[src/rtl/xmtr.sv]
`default_nettype none
// ============================================================================
// Module      : xmtr
// Description : Serial framer; sends {MATCH, data} MSB first, one bit per clock,
//               with a one-byte holding register and a sticky overrun flag.
// Revision    : 1.0 - initial release
// ============================================================================
module xmtr #(
    parameter logic [7:0] MATCH = 8'hA5
) (
    input  logic       clock,
    input  logic       reset,
    input  logic       load,
    input  logic [7:0] data_in,
    output logic       ready,
    output logic       overrun,
    output logic       sending,
    output logic       serial_out
);

    typedef enum logic [0:0] {
        IDLE = 1'b0,
        SEND = 1'b1
    } state_t;

    state_t      state_q,     state_d;
    logic [7:0]  hold_data_q, hold_data_d;
    logic        hold_full_q, hold_full_d;
    logic        ready_q,     ready_d;
    logic        overrun_q,   overrun_d;
    logic        sending_q,   sending_d;
    logic        serial_q,    serial_d;
    logic [15:0] shift_q,     shift_d;
    logic [3:0]  count_q,     count_d;

    logic w_accept;
    logic w_last_bit;
    logic w_start;

    // Acceptance uses the pre-edge hold state, so a load colliding with a
    // transfer out of the holding register is rejected.
    assign w_accept   = load && !hold_full_q;
    assign w_last_bit = (state_q == SEND) && (count_q == 4'd15);
    assign w_start    = hold_full_q && ((state_q == IDLE) || w_last_bit);

    always_comb begin
        state_d     = state_q;
        hold_data_d = hold_data_q;
        hold_full_d = hold_full_q;
        overrun_d   = overrun_q;
        sending_d   = sending_q;
        serial_d    = serial_q;
        shift_d     = shift_q;
        count_d     = count_q;

        if (w_accept) begin
            hold_data_d = data_in;
            hold_full_d = 1'b1;
            overrun_d   = 1'b0;
        end else if (load) begin
            overrun_d   = 1'b1;
        end

        if (w_start) begin
            shift_d     = {MATCH, hold_data_q};
            hold_full_d = 1'b0;
            count_d     = 4'd0;
            state_d     = SEND;
            serial_d    = MATCH[7];
            sending_d   = 1'b1;
        end else if (w_last_bit) begin
            state_d     = IDLE;
            serial_d    = 1'b0;
            sending_d   = 1'b0;
        end else if (state_q == SEND) begin
            shift_d     = {shift_q[14:0], 1'b0};
            serial_d    = shift_q[14];
            count_d     = count_q + 4'd1;
        end

        ready_d = !hold_full_d;
    end

    always_ff @(posedge clock or posedge reset) begin
        if (reset) begin
            state_q     <= IDLE;
            hold_full_q <= 1'b0;
            ready_q     <= 1'b1;
            overrun_q   <= 1'b0;
            sending_q   <= 1'b0;
            serial_q    <= 1'b0;
            count_q     <= 4'd0;
        end else begin
            state_q     <= state_d;
            hold_full_q <= hold_full_d;
            ready_q     <= ready_d;
            overrun_q   <= overrun_d;
            sending_q   <= sending_d;
            serial_q    <= serial_d;
            count_q     <= count_d;
        end
    end

    // Data path registers carry no reset; their contents are qualified by state.
    always_ff @(posedge clock) begin
        hold_data_q <= hold_data_d;
        shift_q     <= shift_d;
    end

    assign ready      = ready_q;
    assign overrun    = overrun_q;
    assign sending    = sending_q;
    assign serial_out = serial_q;

endmodule
`default_nettype wire

[config.mk]
export PLATFORM = sky130hd
export DESIGN_NAME = xmtr
export DESIGN_NICKNAME = d
export VERILOG_FILES = /design/src/rtl/xmtr.sv
export SDC_FILE = /design/constraint.sdc
export NUM_CORES = 1
export LEC_CHECK = 0
export CORE_MARGIN = 1
export CORE_UTILIZATION = 40
export CTS_BUF_LIST = sky130_fd_sc_hd__clkbuf_2 sky130_fd_sc_hd__clkbuf_4 sky130_fd_sc_hd__clkbuf_8
export CTS_CLUSTER_DIAMETER = 80
export CTS_CLUSTER_SIZE = 28
export DETAILED_ROUTE_END_ITERATION = 10
export GPL_TIMING_DRIVEN = 0
export PLACE_DENSITY = 0.6
export SLEW_MARGIN = 15
export SYNTH_ARGS = -nofsm -noshare
export SYNTH_HDL_FRONTEND = slang
export SYNTH_SLANG_ARGS = --single-unit
[constraint.sdc]
create_clock -name clock -period 3.4 [get_ports clock]
set_input_delay 0.34 -clock clock [delete_from_list [all_inputs] [get_ports clock]]
set_output_delay 0.34 -clock clock [all_outputs]
set_load 0.005 [all_outputs]
== Yosys cells after proc, flatten, opt, wreduce, memory -nomap -nowiden ==
Index checks and enable logic that the tools add are counted.

* Bitwise operators: 2
* $add $sub $neg: 1
* Eq/ne operators: 2
* Reduce and logical (&&, ||, !) cells: 12
* Mux-type cells: 15

{| class="wikitable"
|+ Operators by type and width
! operator !! count
|-
| $mux W8 || 3
|-
| $mux W4 || 3
|-
| $mux W1 || 9
|-
| $reduce_bool A2 Y1 || 3
|-
| $add A4 B1 Y4 const B || 1
|-
| $eq A4 B4 Y1 const B || 1
|-
| $reduce_and A2 Y1 || 2
|-
| $logic_and A1 B1 Y1 || 3
|-
| $reduce_bool A3 Y1 || 1
|-
| $logic_not A1 Y1 || 2
|-
| $ne A2 B1 Y1 const B || 1
|-
| $not A1 Y1 || 2
|-
| $logic_or A1 B1 Y1 || 1
|}

* Output and inout port bits: 4
* Register bits after elaboration: 32

== Logic depth before layout (Yosys ltp) ==
Gate-level depths: netlist of run 1.

* Depth in word-level cells: 6
* Gate-level depth with buffers: 6
* Gate-level depth less buffers: 4

== Least setup slack after synthesis of run 1 ==
No wires, ideal clock.

* Path type: flip-flop to flip-flop
* From: reg count_q[0]
* To: reg shift_q[1], data pin
* Arrival: 1.428 ns
* Clock period less this slack: 1.689 ns
* Stages on the path, launching flop included: 7
* Setup slack: 1.711 ns
* Required time: 3.140 ns
* Setup time: 0.260 ns
* Cells stage by stage: dfrtp_1 > ha_1 > nand3_2 > buf_6 > a21oi_4 > buf_8 > mux2_4

* Longest elaborated chain between the ends: 5

{| class="wikitable"
|+ RTL lines
! element !! line !! text
|-
| start, declared || 34 || <nowiki>logic [3:0] count_q, count_d;</nowiki>
|-
| start signal, assigned || 100 || <nowiki>count_q <= count_d;</nowiki>
|-
| $eq A4 B4 Y1 || 43 || <nowiki>assign w_last_bit = (state_q == SEND) && (count_q == 4'd15);</nowiki>
|-
| $logic_and A1 B1 Y1 || 43 ||
|-
| $logic_or A1 B1 Y1 || 44 || <nowiki>assign w_start = hold_full_q && ((state_q == IDLE) || w_last_bit);</nowiki>
|-
| $logic_and A1 B1 Y1 || 44 ||
|-
| $mux W8 || 64 || <nowiki>if (w_start) begin</nowiki>
|-
| named net shift_d[1] || 33 || <nowiki>logic [15:0] shift_q, shift_d;</nowiki>
|-
| end signal, assigned || 107 || <nowiki>shift_q <= shift_d;</nowiki>
|-
| end, declared || 33 ||
|}

The timed path passes the listed nets, and every way through them passes these cells.
A chain may end at the register's enable or synchronous reset.

== Final worst setup path of run 1 ==
* From: reg count_q[0]
* To: reg shift_q[3], data pin

The elaborated chain is that of the path after synthesis.

==> metrics, run 1 <==
status complete, no violations; clk sink count 32; CP cell instances ha_1, nand3_2, buf_6, a21oi_4, buf_8, mux2_4; post-synthesis compound-gate area fraction 0.0778; WP buf/inv 2; IO Port Bufs 14; CP delay by family, top flip-flops; width of the die roughly 60 µm; GRT overflow 0; Layout Nets about 130; vias per cell between 4 and 5; DR iter-0 viols 45; largest family of logic cells by synthesized area simple AND/OR/NAND/NOR gates; Place WS 1.56 ns; largest net degree at the start of global routing 11; Post-Synthesis Cells 95; Initial Util 0.423; unrepaired setup endpoints after global routing no; Reg2Reg Depth 6; global placer's final weighted congestion 0.692; CTS clk-pin slew, worst paths 0.10 ns; synthesized cell area 1300 µm²; Unique masters post-synth 29; Core Area 3080 µm²; Critical R2R Capture shift_q[3]$_DFFE_PP_; post-CTS sizing 0; R2R setup slack 1.57 ns; top cell type's share of synthesized area 0.369; max-slew violations 0; Leak 0.629 nW; H-tree depth 2; dpl cell area 1500 µm²; Synth area leaders edfxtp_1, dfrtp_1, dfxtp_1; total number of vias between 700 and 800; WL per Instance 12.8 µm; CP Capture Type register; Fin Hold WS about 0.28 ns; yosys synthesis warning count 0; signal arrival time at the worst endpoint 1.91 ns; dpl hpwl 1.40 mm; WS Path Type reg -> reg; Die H 59.1 µm; critical path launch point type register; CP required 3.49 ns; Post-CTS Setup Bufs 0; Max Root-Sink Buffers 2; worst skew pair latency 0.33 ns; Synth Area in XOR/XNOR 0.00672; Synth Area in Simple Gates 0.106; worst r2r src count_q[0]$_DFFE_PP0P_; Die Area 3490 µm²; vias in the first global route roughly 830; I/O pin total 15; Final Hold Vio Count 0; antenna violations before repair 0; Period minus WS final 1.83 ns; crit share post-route 0.537; Synth Area per Inst 13.7 µm²; worst slew pin tran 0.422 ns; final worst setup slack 1.57 ns; Fmax 547 MHz; final setup TNS 0 ns; syn nets 107; Area Growth Syn to Fin 21.1%; Routed WL 2.06 mm; clk_skew 0.0114 ns; flops & latches, synth 32; number of fill cells 284; share of layout cells above drive strength 1 0.231; first drt pass iteration count 3; final setup fails 0; drc violations 0; Root Buffer clkbuf_4; Yosys top cell by area edfxtp_1; Slew headroom 0.719; first-pass GRT wire length 3.66 mm; max incr delay on CP 0.41 ns; Seq/Total Area, Yosys 0.650; FP Rows 20; Ant. Diodes 0; slowest CP cell dfrtp_1; CP max FO 10; hold crit path type in -> async; power density over cell area 773 nW/µm²; CTS Buf Count 5; post-layout instance area 1580 µm²; mux share of post-synthesis cell area 0.0951; MaxCap Viol Count 0; CTS Hold Bufs 0; DRT antenna net count 0; TritonCTS clock tree done; GRT Util Overall 0.149; Peak VDD IR around 0.34 mV; adder-cell share of the synthesized area 0.00961
==> report_power, final <==
part           total (W)  switching, W  leakage (nW)  internal (W)
combinational   0.000318      0.000128         0.258      0.000190
clock           0.000288      0.000126        0.0456      0.000162
sequential      0.000613     0.0000715         0.325      0.000541
total            0.00122      0.000326         0.629      0.000893
==> sequential cells by signal, indices dropped and copies added, names as in the netlist <==
signal and flops:
sending 1, overrun 1, count_q 4, hold_data_q 8, serial_out 1, hold_full_q 1, ready 1, shift_q 15
==> routing by layer <==
metal / wire length (µm) / vias to the layer above / global-route usage
met5: 0 / - / 0
met2: 989 / 16 / 0.250
met3: 95 / 6 / 0.0590
met4: 41 / 0 / 0.0714
li1: - / 378 / -
met1: 936 / 379 / 0.166
==> per-stage QoR <==
step,utilization,total power [W],std cells
floorplan,-,0.000845,95
global placement,0.487,0.000931,153
detailed placement,0.487,0.000944,153
CTS,0.513,0.00124,161
global route,0.513,0.00130,161
finish,0.513,0.00122,161
==> worst max path at each step <==
stage                            from  slack, ns  depth (start not counted)                   end
6_report       count_q[0]$_DFFE_PP0P_       1.57                          6  shift_q[3]$_DFFE_PP_
5_1_grt        count_q[0]$_DFFE_PP0P_       1.49                          6  shift_q[3]$_DFFE_PP_
4_1_cts        count_q[0]$_DFFE_PP0P_       1.55                          6  shift_q[3]$_DFFE_PP_
3_5_place_dp   count_q[0]$_DFFE_PP0P_       1.56                          6  shift_q[3]$_DFFE_PP_
3_3_place_gp   count_q[0]$_DFFE_PP0P_       1.57                          6  shift_q[3]$_DFFE_PP_
2_1_floorplan  count_q[0]$_DFFE_PP0P_       1.71                          6  shift_q[1]$_DFFE_PP_
==> layout make-up <==
cell class | instances | area, µm² | share of cell area
Clock buffer | 6 | 45.0 | 0.0285
Clock inverter | 2 | 35.0 | 0.0222
Sequential cell | 32 | 847 | 0.537
Inverter | 6 | 36.3 | 0.0230
Multi-Input combinational cell | 53 | 384 | 0.243
Timing Repair Buffer | 14 | 140 | 0.0888
Tap cell | 44 | 55.1 | 0.0349
Buffer | 4 | 35.0 | 0.0222
==> worst reg2reg max path: stages, from the launching register on <==
cell and delay, ns:
dfrtp_1 0.41, ha_1 0.26, nand3_2 0.11, buf_6 0.16
a21oi_4 0.17, buf_8 0.17, mux2_4 0.31
==> cell families after synthesis <==
kind of cell	count (synthesis)
AO/OA/AOI/OAI	15
XOR/XNOR	1
adder cells (fa/ha/maj)	1
buffers and inverters	10
flip-flops	32
multiplexers	9
AND/OR/NAND/NOR	27
==> layout by cell type, fill, tap and decap left out <==
master           Yosys  layout
edfxtp_1            16      16
clkdlybuf4s50_1      0      14
nand3_1              9       9
o21ai_0              8       8
dfrtp_1              8       8
dfxtp_1              7       7
nand2_1              6       6
mux2_4               6       6
clkbuf_4             0       6
inv_1                5       5
nor2_1               5       5
mux2_2               3       3
a21oi_1              2       2
and2_2               2       2
o211ai_1             2       2
nand3_2              1       1
buf_6                1       1
buf_2                1       1
bufinv_8             1       1
clkbuf_1             1       1
nand2b_1             1       1
xor2_1               1       1
a32o_1               1       1
or3_1                1       1
a21oi_4              1       1
buf_8                1       1
a221o_1              1       1
and2b_1              1       1
or2_2                1       1
ha_1                 1       1
bufinv_16            0       1
clkinv_2             0       1
dfstp_2              1       1
==> synthesized netlist by cell type <==
master and instances:
a21oi_1 2, a21oi_4 1, a221o_1 1, a32o_1 1, and2_2 2, and2b_1 1
buf_2 1, buf_6 1, buf_8 1, bufinv_8 1, clkbuf_1 1, dfrtp_1 8
dfstp_2 1, dfxtp_1 7, edfxtp_1 16, ha_1 1, inv_1 5, mux2_2 3
mux2_4 6, nand2_1 6, nand2b_1 1, nand3_1 9, nand3_2 1, nor2_1 5
o211ai_1 2, o21ai_0 8, or2_2 1, or3_1 1, xor2_1 1
No activity file was read; power rests on OpenSTA's default activity.
==> inputs of run 2 (changes only) <==
PLACE_DENSITY = 0.62   (was 0.6)
clock period = 1.5 ns   (was 3.4 ns; I/O delays follow)
==> metrics, run 2 (synthesis results as in run 1) <==
power density over cell area 1670 nW/µm² (was 773 nW/µm²); first-pass GRT wire length 3.95 mm (was 3.66 mm); WP buf/inv 2 (unchanged); CP required 1.58 ns (was 3.49 ns); WS Path Type reg -> reg (unchanged); Root Buffer clkbuf_4 (unchanged); Largest regs shift_q x15, hold_data_q x8, count_q x4 (unchanged); clk sink count 32 (unchanged); H-tree depth 2 (unchanged); crit share post-route 1.08 (was 0.537); GRT Util Overall 0.161 (was 0.149); Initial Util 0.423 (unchanged); share of total power in sequential cells 0.491 (was 0.502); worst slew pin tran 0.467 ns (was 0.422 ns); Reg2Reg Depth 6 (unchanged); dpl cell area 1510 µm² (was 1500 µm²); CP cell instances ha_4, nand3_2, buf_6, a21oi_4, buf_8, mux2_4 (was ha_1, nand3_2, buf_6, a21oi_4, buf_8, mux2_4); max FFs per register 15 (unchanged); GRT overflow 0 (unchanged); clk_skew 0.00563 ns (was 0.0114 ns); Routed WL 2.36 mm (was 2.06 mm); drc violations 0 (unchanged); FP Rows 20 (unchanged); metal2 WL 1.16 mm (was 989 µm); Ant. Diodes 0 (unchanged); IO Port Bufs 14 (unchanged); hold crit path type in -> async (unchanged); top layer in use met4 (unchanged); final worst setup slack -0.120 ns (was 1.57 ns); met3 WL post-DR 89 µm (was 95 µm); antenna violations before repair 0 (unchanged); I/O pin total 15 (unchanged); CP Capture Type register (unchanged); vias in the first global route 867 (was 832); Top reg by flops shift_q (unchanged); vias per cell 4.76 (was 4.84); commonest cells after routing, fill and taps aside edfxtp_1, buf_4, clkdlybuf4s50_1 (was edfxtp_1, clkdlybuf4s50_1, nand3_1); Critical R2R Capture shift_q[1]$_DFFE_PP_ (was shift_q[3]$_DFFE_PP_); post-layout util 0.557 (was 0.513); Layout Nets 144 (was 128); signal arrival time at the worst endpoint 1.70 ns (was 1.91 ns); slowest CP cell dfrtp_1 (unchanged); worst skew pair latency 0.33 ns (about the same); Clk pwr share 0.169 (was 0.236); first drt pass iteration count 4 (was 3); Place WS -0.239 ns (was 1.56 ns); number of fill cells 259 (was 284); Leak 0.702 nW (was 0.629 nW); DRT antenna net count 0 (unchanged); Period minus WS final 1.62 ns (was 1.83 ns); final setup TNS -0.910 ns (was 0 ns); WL met1 1.07 mm (was 936 µm); failing checks setup timing; final setup fails 10 (was 0); P_sw 0.000822 W (was 0.000326 W); switch share 0.287 (was 0.267); Core Area 3080 µm² (unchanged); worst r2r src count_q[0]$_DFFE_PP0P_ (unchanged); Die Area 3490 µm² (unchanged); CTS Buf Count 5 (unchanged); CTS clk-pin slew, worst paths 0.09 ns (was 0.10 ns); max incr delay on CP 0.41 ns (about the same); CP max FO 8 (was 10); combinational power share 0.340 (was 0.261); status finished, violations left (was complete, no violations); MaxCap Viol Count 0 (unchanged); Slew headroom 0.689 (was 0.719); WL per Instance 13.3 µm (was 12.8 µm); width of the die 59.1 µm (unchanged); most common cell after layout, fill and taps aside edfxtp_1 (unchanged); dpl hpwl 1.41 mm (was 1.40 mm); cell internal pwr 0.00204 W (was 0.000893 W); critical path launch point type register (unchanged); Final Hold Vio Count 0 (unchanged); max-slew violations 0 (unchanged); Max Root-Sink Buffers 2 (unchanged); DR iter-0 viols 17 (was 45); post-layout instance area 1710 µm² (was 1580 µm²); Fmax 617 MHz (was 547 MHz); CP delay by family, top flip-flops (unchanged); Peak VDD IR 0.940 mV (was 0.336 mV); Area Growth Syn to Fin 31.6% (was 21.1%); CTS Hold Bufs 0 (unchanged); global placer's final weighted congestion 0.672 (was 0.692); TritonCTS clock tree done (unchanged); Die H 59.1 µm (unchanged); total number of vias 843 (was 779); largest net degree at the start of global routing 11 (unchanged); R2R setup slack -0.12 ns (was 1.57 ns); unrepaired setup endpoints after global routing yes (was no); share of layout cells above drive strength 1 0.353 (was 0.231)
-- run 2: worst max path at each step --
stage | slack, ns | cells past startpoint | end | start
floorplan | -0.12 | 6 | shift_q[1]$_DFFE_PP_ | count_q[1]$_DFFE_PP0P_
global placement | -0.22 | 6 | shift_q[6]$_DFFE_PP_ | count_q[1]$_DFFE_PP0P_
detailed placement | -0.24 | 6 | shift_q[1]$_DFFE_PP_ | count_q[0]$_DFFE_PP0P_
CTS | -0.15 | 6 | shift_q[2]$_DFFE_PP_ | count_q[0]$_DFFE_PP0P_
global route | -0.17 | 6 | shift_q[1]$_DFFE_PP_ | count_q[0]$_DFFE_PP0P_
finish | -0.12 | 6 | shift_q[1]$_DFFE_PP_ | count_q[0]$_DFFE_PP0P_
-- run 2: per-stage QoR --
stage	instances	hold slack [ns]	power, W
floorplan	95	-0.0228	0.00195
global placement	153	0.428	0.00214
detailed placement	153	0.439	0.00219
CTS	171	0.0675	0.00280
global route	177	0.119	0.00306
finish	177	0.0770	0.00287
-- run 2: area by class of cell --
class                           count  area (µm²)  area share
Clock buffer                        7        52.6      0.0307
Clock inverter                      1        3.75     0.00219
Timing Repair Buffer               30         267       0.155
Tap cell                           44        55.1      0.0321
Inverter                            6        36.3      0.0212
Sequential cell                    32         850       0.496
Multi-Input combinational cell     53         415       0.242
Buffer                              4        35.0      0.0204
-- run 2: timing repair --
item,4_1_cts,5_1_grt
gates resized for setup,5,8
endpoints found under the hold margin,0,0
setup buffers,10,6
setup endpoints to repair,18,27
pin swaps,2,2
-- run 2: routing by layer --
| layer | GRT usage | up-vias |
|---|---|---|
| met4 | 0.0714 | 0 |
| met5 | 0 | - |
| met2 | 0.240 | 17 |
| met3 | 0.0655 | 5 |
| li1 | - | 413 |
| met1 | 0.207 | 408 |
-- run 2: power groups by stage --
stage,Sequential (W),Combinational (W),Clock [W]
final,0.00141,0.000974,0.000486
after global routing,0.00144,0.00108,0.000540
after CTS,0.00140,0.000891,0.000508
after detailed placement,0.00143,0.000760,0
after global placement,0.00141,0.000731,0
after floorplan,0.00138,0.000564,0
==> inputs of run 3 (changes only) <==
CORE_UTILIZATION = 45   (was 40)
PLACE_DENSITY = 0.69   (was 0.62)
clock period = 1.42 ns   (was 1.5 ns; I/O delays follow)
==> metrics, run 3 (synthesis results as in run 1) <==
status finished, violations left (unchanged); failing checks setup timing (unchanged); global placer's final weighted congestion 0.690 (was 0.672); Die H 55.8 µm (was 59.1 µm); hold crit path type in -> async (unchanged); vias in the first global route 792 (was 867); worst r2r src count_q[1]$_DFFE_PP0P_ (was count_q[0]$_DFFE_PP0P_); WL met1 1.00 mm (was 1.07 mm); MaxCap Viol Count 0 (unchanged); CP required 1.53 ns (was 1.58 ns); max FFs per register 15 (unchanged); Largest regs shift_q x15, hold_data_q x8, count_q x4 (unchanged); post-layout instance area 1680 µm² (was 1710 µm²); GRT Util Overall 0.167 (was 0.161); unrepaired setup endpoints after global routing yes (unchanged); footprint of the multi-input gates 412 µm² (was 415 µm²); Layout Nets 139 (was 144); dpl hpwl 1.35 mm (was 1.41 mm); CP max FO 8 (unchanged); DR iter-0 viols 19 (was 17); FP Rows 19 (was 20); IO Port Bufs 14 (unchanged); Routed WL 2.33 mm (was 2.36 mm); WL per Instance 14.6 µm (was 13.3 µm); Period minus WS final 1.62 ns (about the same); metal2 WL 1.16 mm (about the same); first-pass GRT wire length 3.72 mm (was 3.95 mm); CP Capture Type register (unchanged); post-layout util 0.609 (was 0.557); Register Area 848 µm² (was 850 µm²); share of layout cells above drive strength 1 0.328 (was 0.353); final setup fails 18 (was 10); Max Root-Sink Buffers 2 (unchanged); Peak VDD IR 1.17 mV (was 0.940 mV); Reg2Reg Depth 6 (unchanged); TritonCTS clock tree done (unchanged); Leak 0.683 nW (was 0.702 nW); number of fill cells 221 (was 259); worst skew pair latency 0.34 ns (was 0.33 ns); Critical Path Source count_q[1]$_DFFE_PP0P_ (was count_q[0]$_DFFE_PP0P_); GRT overflow 0 (unchanged); Initial Util 0.472 (was 0.423); largest net degree at the start of global routing 12 (was 11); dpl cell area 1490 µm² (was 1510 µm²); crit path to shift_q[5]$_DFFE_PP_ (was shift_q[1]$_DFFE_PP_); Core Area 2760 µm² (was 3080 µm²); final worst setup slack -0.195 ns (was -0.120 ns); power density over cell area 1860 nW/µm² (was 1670 nW/µm²); top layer in use met4 (unchanged); Final Hold Vio Count 0 (unchanged); vias per cell 5.28 (was 4.76); Top reg by flops shift_q (unchanged); drc violations 0 (unchanged); CTS clk-pin slew, worst paths 0.11 ns (was 0.09 ns); Die Area 3110 µm² (was 3490 µm²); clk sink count 32 (unchanged); Root Buffer clkbuf_4 (unchanged); worst slew pin tran 0.436 ns (was 0.467 ns); antenna violations before repair 0 (unchanged); Area Growth Syn to Fin 28.9% (was 31.6%); total number of vias 839 (was 843); width of the die 55.8 µm (was 59.1 µm); clk_skew 0.0121 ns (was 0.00563 ns); met3 WL post-DR 118 µm (was 89 µm); most common cell after layout, fill and taps aside edfxtp_1 (unchanged); Slew headroom 0.709 (was 0.689); Fmax 619 MHz (was 617 MHz); max-slew violations 0 (unchanged); I/O pin total 15 (unchanged); commonest cells after routing, fill and taps aside edfxtp_1, clkdlybuf4s50_1, buf_4 (was edfxtp_1, buf_4, clkdlybuf4s50_1); first drt pass iteration count 4 (unchanged); DRT antenna net count 0 (unchanged); CTS Buf Count 5 (unchanged); WS Path Type reg -> reg (unchanged); Ant. Diodes 0 (unchanged); signal arrival time at the worst endpoint 1.72 ns (was 1.70 ns); crit share post-route 1.14 (was 1.08); critical path launch point type register (unchanged); Critical R2R Capture shift_q[5]$_DFFE_PP_ (was shift_q[1]$_DFFE_PP_); H-tree depth 2 (unchanged); R2R setup slack -0.20 ns (was -0.12 ns)
-- run 3: changes by cell type in the layout (fill, tap and decap cells not counted), moves of 2 or more --
cell,delta
buf_4,-3
o21ai_0,+2
clkbuf_4,-2
o21ai_1,-2
-- run 3: metal layers --
| metal | GRT usage | vias to the layer above |
|---|---|---|
| li1 | - | 401 |
| met2 | 0.255 | 30 |
| met4 | 0.118 | 0 |
| met1 | 0.204 | 404 |
| met3 | 0.0488 | 4 |
| met5 | 0 | - |
-- run 3: power breakdown --
group | leakage (nW) | switching, W | internal (W)
combinational | 0.317 | 0.000366 | 0.000587
sequential | 0.325 | 0.000184 | 0.00130
clock | 0.0412 | 0.000323 | 0.000367
total | 0.683 | 0.000873 | 0.00225
-- run 3: cell type report --
cell class              count  share of cell area
flip-flops and latches     32               0.505
inverters                   6              0.0231
plain buffers               3              0.0179
multi-input cells          53               0.245
well taps                  31              0.0231
clock buffers               5              0.0224
repair buffers             26               0.138
clock inverters             3              0.0253
-- run 3: how the worst min path moves through the flow --
stage | slack [ns] | endpoint | cells past startpoint | start
6_report | 0.05 | count_q[1]$_DFFE_PP0P_ | 2 | reset
5_1_grt | 0.08 | count_q[1]$_DFFE_PP0P_ | 2 | reset
4_1_cts | 0.06 | count_q[1]$_DFFE_PP0P_ | 2 | reset
3_5_place_dp | 0.44 | count_q[1]$_DFFE_PP0P_ | 2 | reset
3_3_place_gp | 0.42 | count_q[0]$_DFFE_PP0P_ | 2 | reset
2_1_floorplan | -0.03 | count_q[0]$_DFFE_PP0P_ | 1 | reset
-- run 3: timing repair --
action	in CTS	in global routing
hold buffers	0	0
setup endpoints to repair	21	20
gates resized for setup	6	4
pin swaps	2	2
buffers inserted	10	2
-- run 3: critical path: stages, from the launching register on --
cell     delay [ns]
dfrtp_1        0.40
ha_4           0.17
nand3_4        0.08
buf_6          0.13
a21oi_4        0.14
buf_8          0.16
mux2_4         0.30
-- run 3: stage by stage --
step / power, W / setup WS (ns) / instances / hold WS [ns] / setup TNS [ns]
after CTS: 0.00308 / -0.208 / 158 / 0.0564 / -1.95
after floorplan: 0.00205 / -0.200 / 95 / -0.0308 / -1.30
after detailed placement: 0.00229 / -0.308 / 140 / 0.436 / -3.63
after global placement: 0.00224 / -0.286 / 140 / 0.423 / -3.43
final: 0.00312 / -0.195 / 159 / 0.0512 / -2.23
after global routing: 0.00330 / -0.248 / 159 / 0.0790 / -3.24
